<file path="config.mk">
export PLATFORM = sky130hd
export DESIGN_NAME = pll_reset_sequencer
export DESIGN_NICKNAME = d
export VERILOG_FILES = /design/src/rtl/pll_reset_sequencer.sv
export SDC_FILE = /design/constraint.sdc
export NUM_CORES = 1
export LEC_CHECK = 0
export BUFFER_PORTS_ARGS = -buffer_cell sky130_fd_sc_hd__buf_2
export CAP_MARGIN = 25
export CORE_MARGIN = 2
export CORE_UTILIZATION = 46
export CTS_BUF_LIST = sky130_fd_sc_hd__clkbuf_2
export DETAILED_ROUTE_END_ITERATION = 12
export PLACE_DENSITY = 0.7
export SYNTH_ARGS = -nofsm -noshare
export SYNTH_HDL_FRONTEND = slang
export SYNTH_SLANG_ARGS = --single-unit
</file>
<file path="constraint.sdc">
create_clock -name refclk -period 3.21 [get_ports refclk]
set_clock_uncertainty 0.15 [all_clocks]
set_input_delay 0.642 -clock refclk [delete_from_list [all_inputs] [get_ports refclk]]
set_output_delay 0.642 -clock refclk [all_outputs]
set_load 0.03 [all_outputs]
</file>
<file path="src/rtl/pll_reset_sequencer.sv">
// PLL reset/lock supervisor: holds the PLL in reset, waits for a stable lock with
// timeout-driven retries, then releases the per-domain resets one at a time.
module pll_reset_sequencer #(
    parameter int unsigned RST_HOLD_CYCLES    = 16,
    parameter int unsigned LOCK_TIMEOUT       = 100000,
    parameter int unsigned LOCK_STABLE_CYCLES = 256,
    parameter int unsigned N_DOMAINS          = 6,
    parameter int unsigned STAGE_GAP          = 8,
    parameter int unsigned TIMER_W            = 20
) (
    input  logic                 refclk,
    input  logic                 rst_n,
    input  logic                 pll_locked,
    output logic                 pll_rst,
    output logic [N_DOMAINS-1:0] sys_rst_n,
    output logic                 ready,
    output logic [7:0]           retry_count,
    output logic [7:0]           loss_count
);

    typedef enum logic [2:0] {
        PLL_RST,
        WAIT_LOCK,
        STABLE,
        RELEASE,
        RUN
    } state_t;

    localparam logic [TIMER_W-1:0] HOLD_LAST    = TIMER_W'(RST_HOLD_CYCLES - 1);
    localparam logic [TIMER_W-1:0] TIMEOUT_LAST = TIMER_W'(LOCK_TIMEOUT - 1);
    localparam logic [TIMER_W-1:0] STABLE_LAST  = TIMER_W'(LOCK_STABLE_CYCLES - 1);
    localparam logic [TIMER_W-1:0] GAP_LAST     = TIMER_W'(STAGE_GAP - 1);
    localparam logic [N_DOMAINS-1:0] FIRST_BIT  = N_DOMAINS'(1);

    state_t                 state;
    state_t                 state_nx;
    logic [TIMER_W-1:0]     timer;
    logic [TIMER_W-1:0]     timer_nx;
    logic [N_DOMAINS-1:0]   rel_nx;
    logic                   retry_inc;
    logic                   loss_inc;
    logic                   lock_m;
    logic                   lock_s;

    always_ff @(posedge refclk or negedge rst_n) begin
        if (!rst_n) begin
            lock_m <= 1'b0;
            lock_s <= 1'b0;
        end else begin
            lock_m <= pll_locked;
            lock_s <= lock_m;
        end
    end

    always_comb begin
        state_nx  = state;
        timer_nx  = timer + 1'b1;
        rel_nx    = sys_rst_n;
        retry_inc = 1'b0;
        loss_inc  = 1'b0;
        case (state)
            PLL_RST: begin
                if (timer == HOLD_LAST) begin
                    state_nx = WAIT_LOCK;
                    timer_nx = '0;
                end
            end
            WAIT_LOCK: begin
                // Lock takes priority over a timeout landing on the same cycle.
                if (lock_s) begin
                    state_nx = STABLE;
                    timer_nx = '0;
                end else if (timer == TIMEOUT_LAST) begin
                    retry_inc = 1'b1;
                    state_nx  = PLL_RST;
                    timer_nx  = '0;
                end
            end
            STABLE: begin
                if (!lock_s) begin
                    state_nx = WAIT_LOCK;
                    timer_nx = '0;
                end else if (timer == STABLE_LAST) begin
                    rel_nx   = FIRST_BIT;
                    state_nx = (&rel_nx) ? RUN : RELEASE;
                    timer_nx = '0;
                end
            end
            RELEASE: begin
                if (!lock_s) begin
                    loss_inc = 1'b1;
                    rel_nx   = '0;
                    state_nx = PLL_RST;
                    timer_nx = '0;
                end else if (timer == GAP_LAST) begin
                    // Domains release strictly in order, so shifting in a one
                    // releases the next bit without tracking an index.
                    rel_nx   = (sys_rst_n << 1) | FIRST_BIT;
                    timer_nx = '0;
                    if (&rel_nx) begin
                        state_nx = RUN;
                    end
                end
            end
            RUN: begin
                if (!lock_s) begin
                    loss_inc = 1'b1;
                    rel_nx   = '0;
                    state_nx = PLL_RST;
                    timer_nx = '0;
                end
            end
            default: begin
                rel_nx   = '0;
                state_nx = PLL_RST;
                timer_nx = '0;
            end
        endcase
    end

    always_ff @(posedge refclk or negedge rst_n) begin
        if (!rst_n) begin
            state       <= PLL_RST;
            timer       <= '0;
            pll_rst     <= 1'b1;
            sys_rst_n   <= '0;
            ready       <= 1'b0;
            retry_count <= '0;
            loss_count  <= '0;
        end else begin
            state     <= state_nx;
            timer     <= timer_nx;
            pll_rst   <= (state_nx == PLL_RST);
            sys_rst_n <= rel_nx;
            ready     <= (state == RUN) && lock_s;
            if (retry_inc && (retry_count != 8'hFF)) begin
                retry_count <= retry_count + 8'd1;
            end
            if (loss_inc && (loss_count != 8'hFF)) begin
                loss_count <= loss_count + 8'd1;
            end
        end
    end

endmodule

</file>
==> results of run 1 <==
==> placed cells by master (no fill, tap or decap), types with 5 or more instances in the layout <==
cell / count
dfrtp_1: 48
nor2_1: 30
buf_2: 26
nand3_1: 18
nand2_1: 18
xor2_1: 16
xnor2_1: 15
inv_1: 9
and3_1: 8
nor3_1: 7
clkbuf_2: 6
nor4_1: 5
o21ai_0: 5
nand4_1: 5
mux2_2: 5
==> cells by family after synthesis <==
family          synth area share (%)
simple gates                   25.52
buf+inv                        2.913
flops                          49.27
compound gates                 6.178
xor+xnor                       11.55
mux                            3.064
fa+ha+maj                      1.507
==> layout make-up <==
| class | count | area, um^2 | share of cell area (%) |
|---|---|---|---|
| repair buffers | 31 | 182.7 | 6.556 |
| clock buffers | 6 | 30.03 | 1.078 |
| inverters | 9 | 33.78 | 1.212 |
| clock inverters | 2 | 33.78 | 1.212 |
| well taps | 70 | 87.58 | 3.143 |
| multi-input cells | 180 | 1191 | 42.75 |
| flip-flops and latches | 49 | 1227 | 44.05 |
==> worst reg2reg max path, stage by stage, from the launching register on <==
cell and delay [ps]:
dfrtp_1 430, ha_1 260, or3b_1 430, or3_4 450, o21ba_1 210, nor3_2 150, buf_4 250, nor2_1 80
==> cell usage after synthesis, types with 3 or more instances <==
cell	count
nand3_1	18
nor3_1	7
xor2_1	16
dfrtp_1	48
ha_1	3
and3_1	8
nand2_1	18
xnor2_1	15
nand4_1	5
nor2b_1	3
clkbuf_1	5
o21ai_0	5
a21oi_1	3
nor2_1	30
mux2_2	5
nor4_1	5
inv_1	9
a31oi_1	3
==> sequential cells by signal (all words and copies together), names as in the netlist <==
signal,flops
timer,20
loss_count,8
retry_count,8
sys_rst_n,6
state,3
lock_m,1
lock_s,1
pll_rst,1
ready,1
==> routing by layer <==
metal  part of all wire, %  GRT usage, %  vias up
met5                     0             0        -
met4                   1.3         5.714        0
met3                   3.1         3.605        5
met2                    47         24.14       27
met1                    49         23.47      871
li1                      -             -      916
==> power breakdown <==
group	switching (mW)	internal [mW]	total, mW	leakage (nW)
sequential	0.100	0.680	0.780	0.666
clock	0.188	0.133	0.321	0.0406
combinational	0.243	0.159	0.402	0.651
==> stage by stage <==
| step | area, um^2 | util, % | hold WS [ps] | total power, mW | setup WS [ps] |
|---|---|---|---|---|---|
| after floorplan | 2491 | - | 181.2 | 1.106 | 912.1 |
| after global placement | 2693 | 52.06 | 186.8 | 1.187 | 741.2 |
| after detailed placement | 2713 | 52.44 | 186.4 | 1.195 | 731.4 |
| after CTS | 2786 | 53.87 | 152.4 | 1.519 | 682.0 |
| after global routing | 2786 | 53.87 | 123.5 | 1.607 | 504.5 |
| final | 2786 | 53.87 | 173.0 | 1.503 | 709.0 |
==> worst paths after layout <==
kind | slack (ps) | to
setup / recovery | 710 | timer[19]
hold reg to reg | 210 | lock_s
max in group asynchronous | 1870 | timer[6]
min in group asynchronous | 500 | state[2]
hold / removal | 170 | lock_m
setup reg to reg | 710 | timer[19]
==> flow_summary.yaml, run 1 <==
status:
  status: "complete, no violations"
synth:
  synthCells: 246
  yosys_warnings: 0
  synth_top_area_share_pct: 48.22
  synth_seq_area_share_pct: 49.27
  ys_types: 51
  yosys_register_bits: 49
  syn-num-nets: 252
  ys.flop_type: "dfrtp_1"
  async_flop_share_pct: 100.0
  ys_top_cells_by_area: "dfrtp_1, xor2_1, xnor2_1"
  synth_top_area_cell: "dfrtp_1"
  syn-cell-area_um2: 2491
  synth-edff-count: 0
  synthesis.area_per_instance_um2: 10.13
worst_setup_path:
  r2r_cells: 7
  crit_family: "simple AND/OR/NAND/NOR gates"
  crit_slowest_cell: "or3_4"
  cpPeakStageDelay_ps: 450
  critPathKind: "flop to flop"
  required_ps: 3380
  cp_num_buf_inv: 1
  path_max_fanout: 20
  cp.depth: 7
  arrival_ps: 2670
  rr_startpoint: "timer[0]"
  cp-end-kind: "flop"
  critical_path.cell_chain: "ha_1 -> or3b_1 -> or3_4 -> o21ba_1 -> nor3_2 -> buf_4 -> nor2_1"
  crit_path_start: "timer[0]"
  critPathLaunchType: "flop"
grt:
  grt_usage_pct: 16.28
  grt_antenna_before_repair: 0
  grt_max_degree: 30
  grt_overflow_total: 0
  grt_pass1_vias: 1719
  grt_pass1_wl_mm: 7.969
clocking:
  cts_root_buf: "clkbuf_2"
  holdBufCountCts: 1
  ctsLongestPathBuffers: 2
  clk_pin_slew_worst_paths_ps: 220
  cts_inserted_buffers: 5
  htree_levels: 2
  ctsResizeCount: 0
  cts.sinks: 49
  insertion_delay_ps: 420
  cts_tree: "built"
  postCtsSetupRepairBufs: 0
power:
  ir_drop_uv: 361.6
  p_leak_nw: 1.358
  p_per_area_nw_per_um2: 539.5
sta:
  setup_tns_ps: 0
  worst_slew_pin_slew_ps: 634.2
  slew-limit-headroom_pct: 57.54
  slew_violations: 0
  rsz0062_at_grt: "no"
  period_share_pct: 77.91
  fin_crit_ps: 2501
  fmax_ghz: 0.3998
  setup_viol: 0
  final-hold-violation-count: 0
placement:
  dp_hpwl_mm: 3.160
  dp_cells: 338
  numPortBuffers: 26
  gp_congestion: 0.7878
floorplan:
  ios: 27
  design.core.area_um2: 5172
  rows: 26
  dieWidth_um: 77.59
  die_area_um2: 6020
  die_h_um: 77.59
  start_util_pct: 48.16
final_layout:
  n_fill_cell: 456
  layout-drive-gt1-share_pct: 20.22
  syn_to_final_growth_pct: 11.85
  antenna_cells: 0
  num-nets-final: 282
  final_cells: 347
routing:
  route.detailed.drc: 0
  wl_per_cell_um: 12.56
  postRouteAntennaNets: 0
  initialDrtViolationCount: 78
  num_vias: 1819
  viasPerCell: 5.242
  wl_mm: 4.359
  drt-pass1-iter-count: 4
worst_hold_path:
  holdPathStages: 1
  min_path_type: "input port to flop"
  min_from: "pll_locked"
flow_run:
  cap_violations: 0
No activity file was read; power rests on OpenSTA's default activity.
==> run 2: changes to the inputs <==
PLACE_DENSITY = 0.72   (was 0.7)
clock period = 2.3 ns   (was 3.21 ns; I/O delays follow)
==> flow_summary.yaml, run 2 (same netlist as run 1, synthesis figures left out) <==
grt:
  grt_pass1_wl_mm: 8.728
  grt_pass1_vias: 1908
  grt_antenna_before_repair: 0
  grt_overflow_total: 0
  grt_max_degree: 27
  grt_usage_pct: 18.05
final_layout:
  syn_to_final_growth_pct: 23.76
  layout-drive-gt1-share_pct: 30.26
  antenna_cells: 0
  n_fill_cell: 436
  layout_commonest_cell: "dfrtp_1"
  final_cells: 374
  final_cell_area_um2: 3083
  multi_input_area_um2: 1246
  largest_reg_flops: 20
  largest_register: "timer"
  final_cell_mix: "dfrtp_1, nor2_1, buf_4, buf_2"
  num-nets-final: 309
  top_regs: "timer (20), loss_count (8), retry_count (8)"
  seq_area_um2: 1229
floorplan:
  rows: 26
  die_h_um: 77.59
  ios: 27
  dieWidth_um: 77.59
  start_util_pct: 48.16
  design.core.area_um2: 5172
  die_area_um2: 6020
routing:
  postRouteAntennaNets: 0
  wl_mm: 5.014
  initialDrtViolationCount: 91
  drt-pass1-iter-count: 4
  wl_per_cell_um: 13.41
  route.detailed.drc: 0
  num_vias: 1953
  viasPerCell: 5.222
sta:
  setup_viol: 0
  slew-limit-headroom_pct: 64.16
  period_share_pct: 98.66
  slew_violations: 0
  fmax_ghz: 0.4407
  rsz0062_at_grt: "yes"
  fin_crit_ps: 2269
  setup_slack_ps: 30.85
  final-hold-violation-count: 0
  worst_slew_pin_slew_ps: 537.5
power:
  ir_drop_uv: 429.7
  p_leak_nw: 1.504
  p_per_area_nw_per_um2: 807.7
placement:
  gp_congestion: 0.8561
  dpl_worst_slack_ps: -21.26
  dp_hpwl_mm: 3.499
  place_area_um2: 2875
  dp_cells: 358
  numPortBuffers: 26
clocking:
  cts.sinks: 49
  insertion_delay_ps: 430
  cts_tree: "built"
  cts_inserted_buffers: 5
  cts_root_buf: "clkbuf_2"
  htree_levels: 2
  clk_pin_slew_worst_paths_ps: 250
  ctsLongestPathBuffers: 2
worst_setup_path:
  cp-end-kind: "flop"
  critPathLaunchType: "flop"
  arrival_ps: 2450
  path_max_fanout: 10
  required_ps: 2480
  regToRegSetupSlack_ps: 30
  critPathKind: "flop to flop"
status:
  status: "complete, no violations"
worst_hold_path:
  min_path_type: "flop to flop"
flow_run:
  cap_violations: 0
run 2: path summary, 6_finish.rpt:
check / startpoint / to / cells past startpoint
max in group asynchronous: rst_n / timer[10] / 3
min in group asynchronous: rst_n / sys_rst_n[0] / 2
hold reg to reg: lock_m / lock_s / 0
setup / recovery: timer[1] / timer[19] / 8
hold / removal: lock_m / lock_s / 0
setup reg to reg: timer[1] / timer[19] / 8
run 2: power breakdown:
part	internal, mW	total (mW)	switching, mW	leakage, nW
Clock	0.179	0.453	0.274	0.0366
Sequential	0.950	1.02	0.0665	0.664
Combinational	0.503	1.02	0.517	0.803
run 2: final cells by class:
class / count / area share (%)
Sequential cell: 49 / 39.85
Clock buffer: 5 / 0.8117
Tap cell: 70 / 2.841
Clock inverter: 3 / 1.339
Inverter: 9 / 1.096
Multi-Input combinational cell: 180 / 40.42
Timing Repair Buffer: 58 / 13.64
run 2: through the flow:
step	setup TNS [ps]	total power [mW]	hold slack [ps]	util [%]
floorplan	0	1.544	14.41	-
global placement	0	1.809	186.1	55.59
detailed placement	-256.9	1.830	186.4	55.59
CTS	0	2.466	241.4	58.47
global route	-718.7	2.636	232.0	59.60
finish	0	2.490	229.4	59.60
run 2: metal layers:
| layer | vias to the layer above | share of wire, % | track usage [%] |
|---|---|---|---|
| li1 | 972 | - | - |
| met1 | 943 | 48 | 24.92 |
| met2 | 30 | 47 | 27.76 |
| met3 | 8 | 2.7 | 3.605 |
| met4 | 0 | 1.7 | 7.500 |
| met5 | - | 0 | 0 |
run 2: repair_timing:
action | in CTS | in global routing
cloned | 1 | 0
endpoints found under the hold margin | 23 | 0
setup endpoints to repair | 24 | 30
resized for setup | 4 | 11
pin swaps | 2 | 3
hold buffers | 2 | 0
setup buffers | 2 | 3
run 2: worst max-delay path: stages (launching register included):
cell and delay [ps]:
dfrtp_1 410, ha_2 170, or3b_4 400, or3_4 380, o21ba_4 220, nor3_4 120, buf_4 140, buf_12 110
nor2_1 50
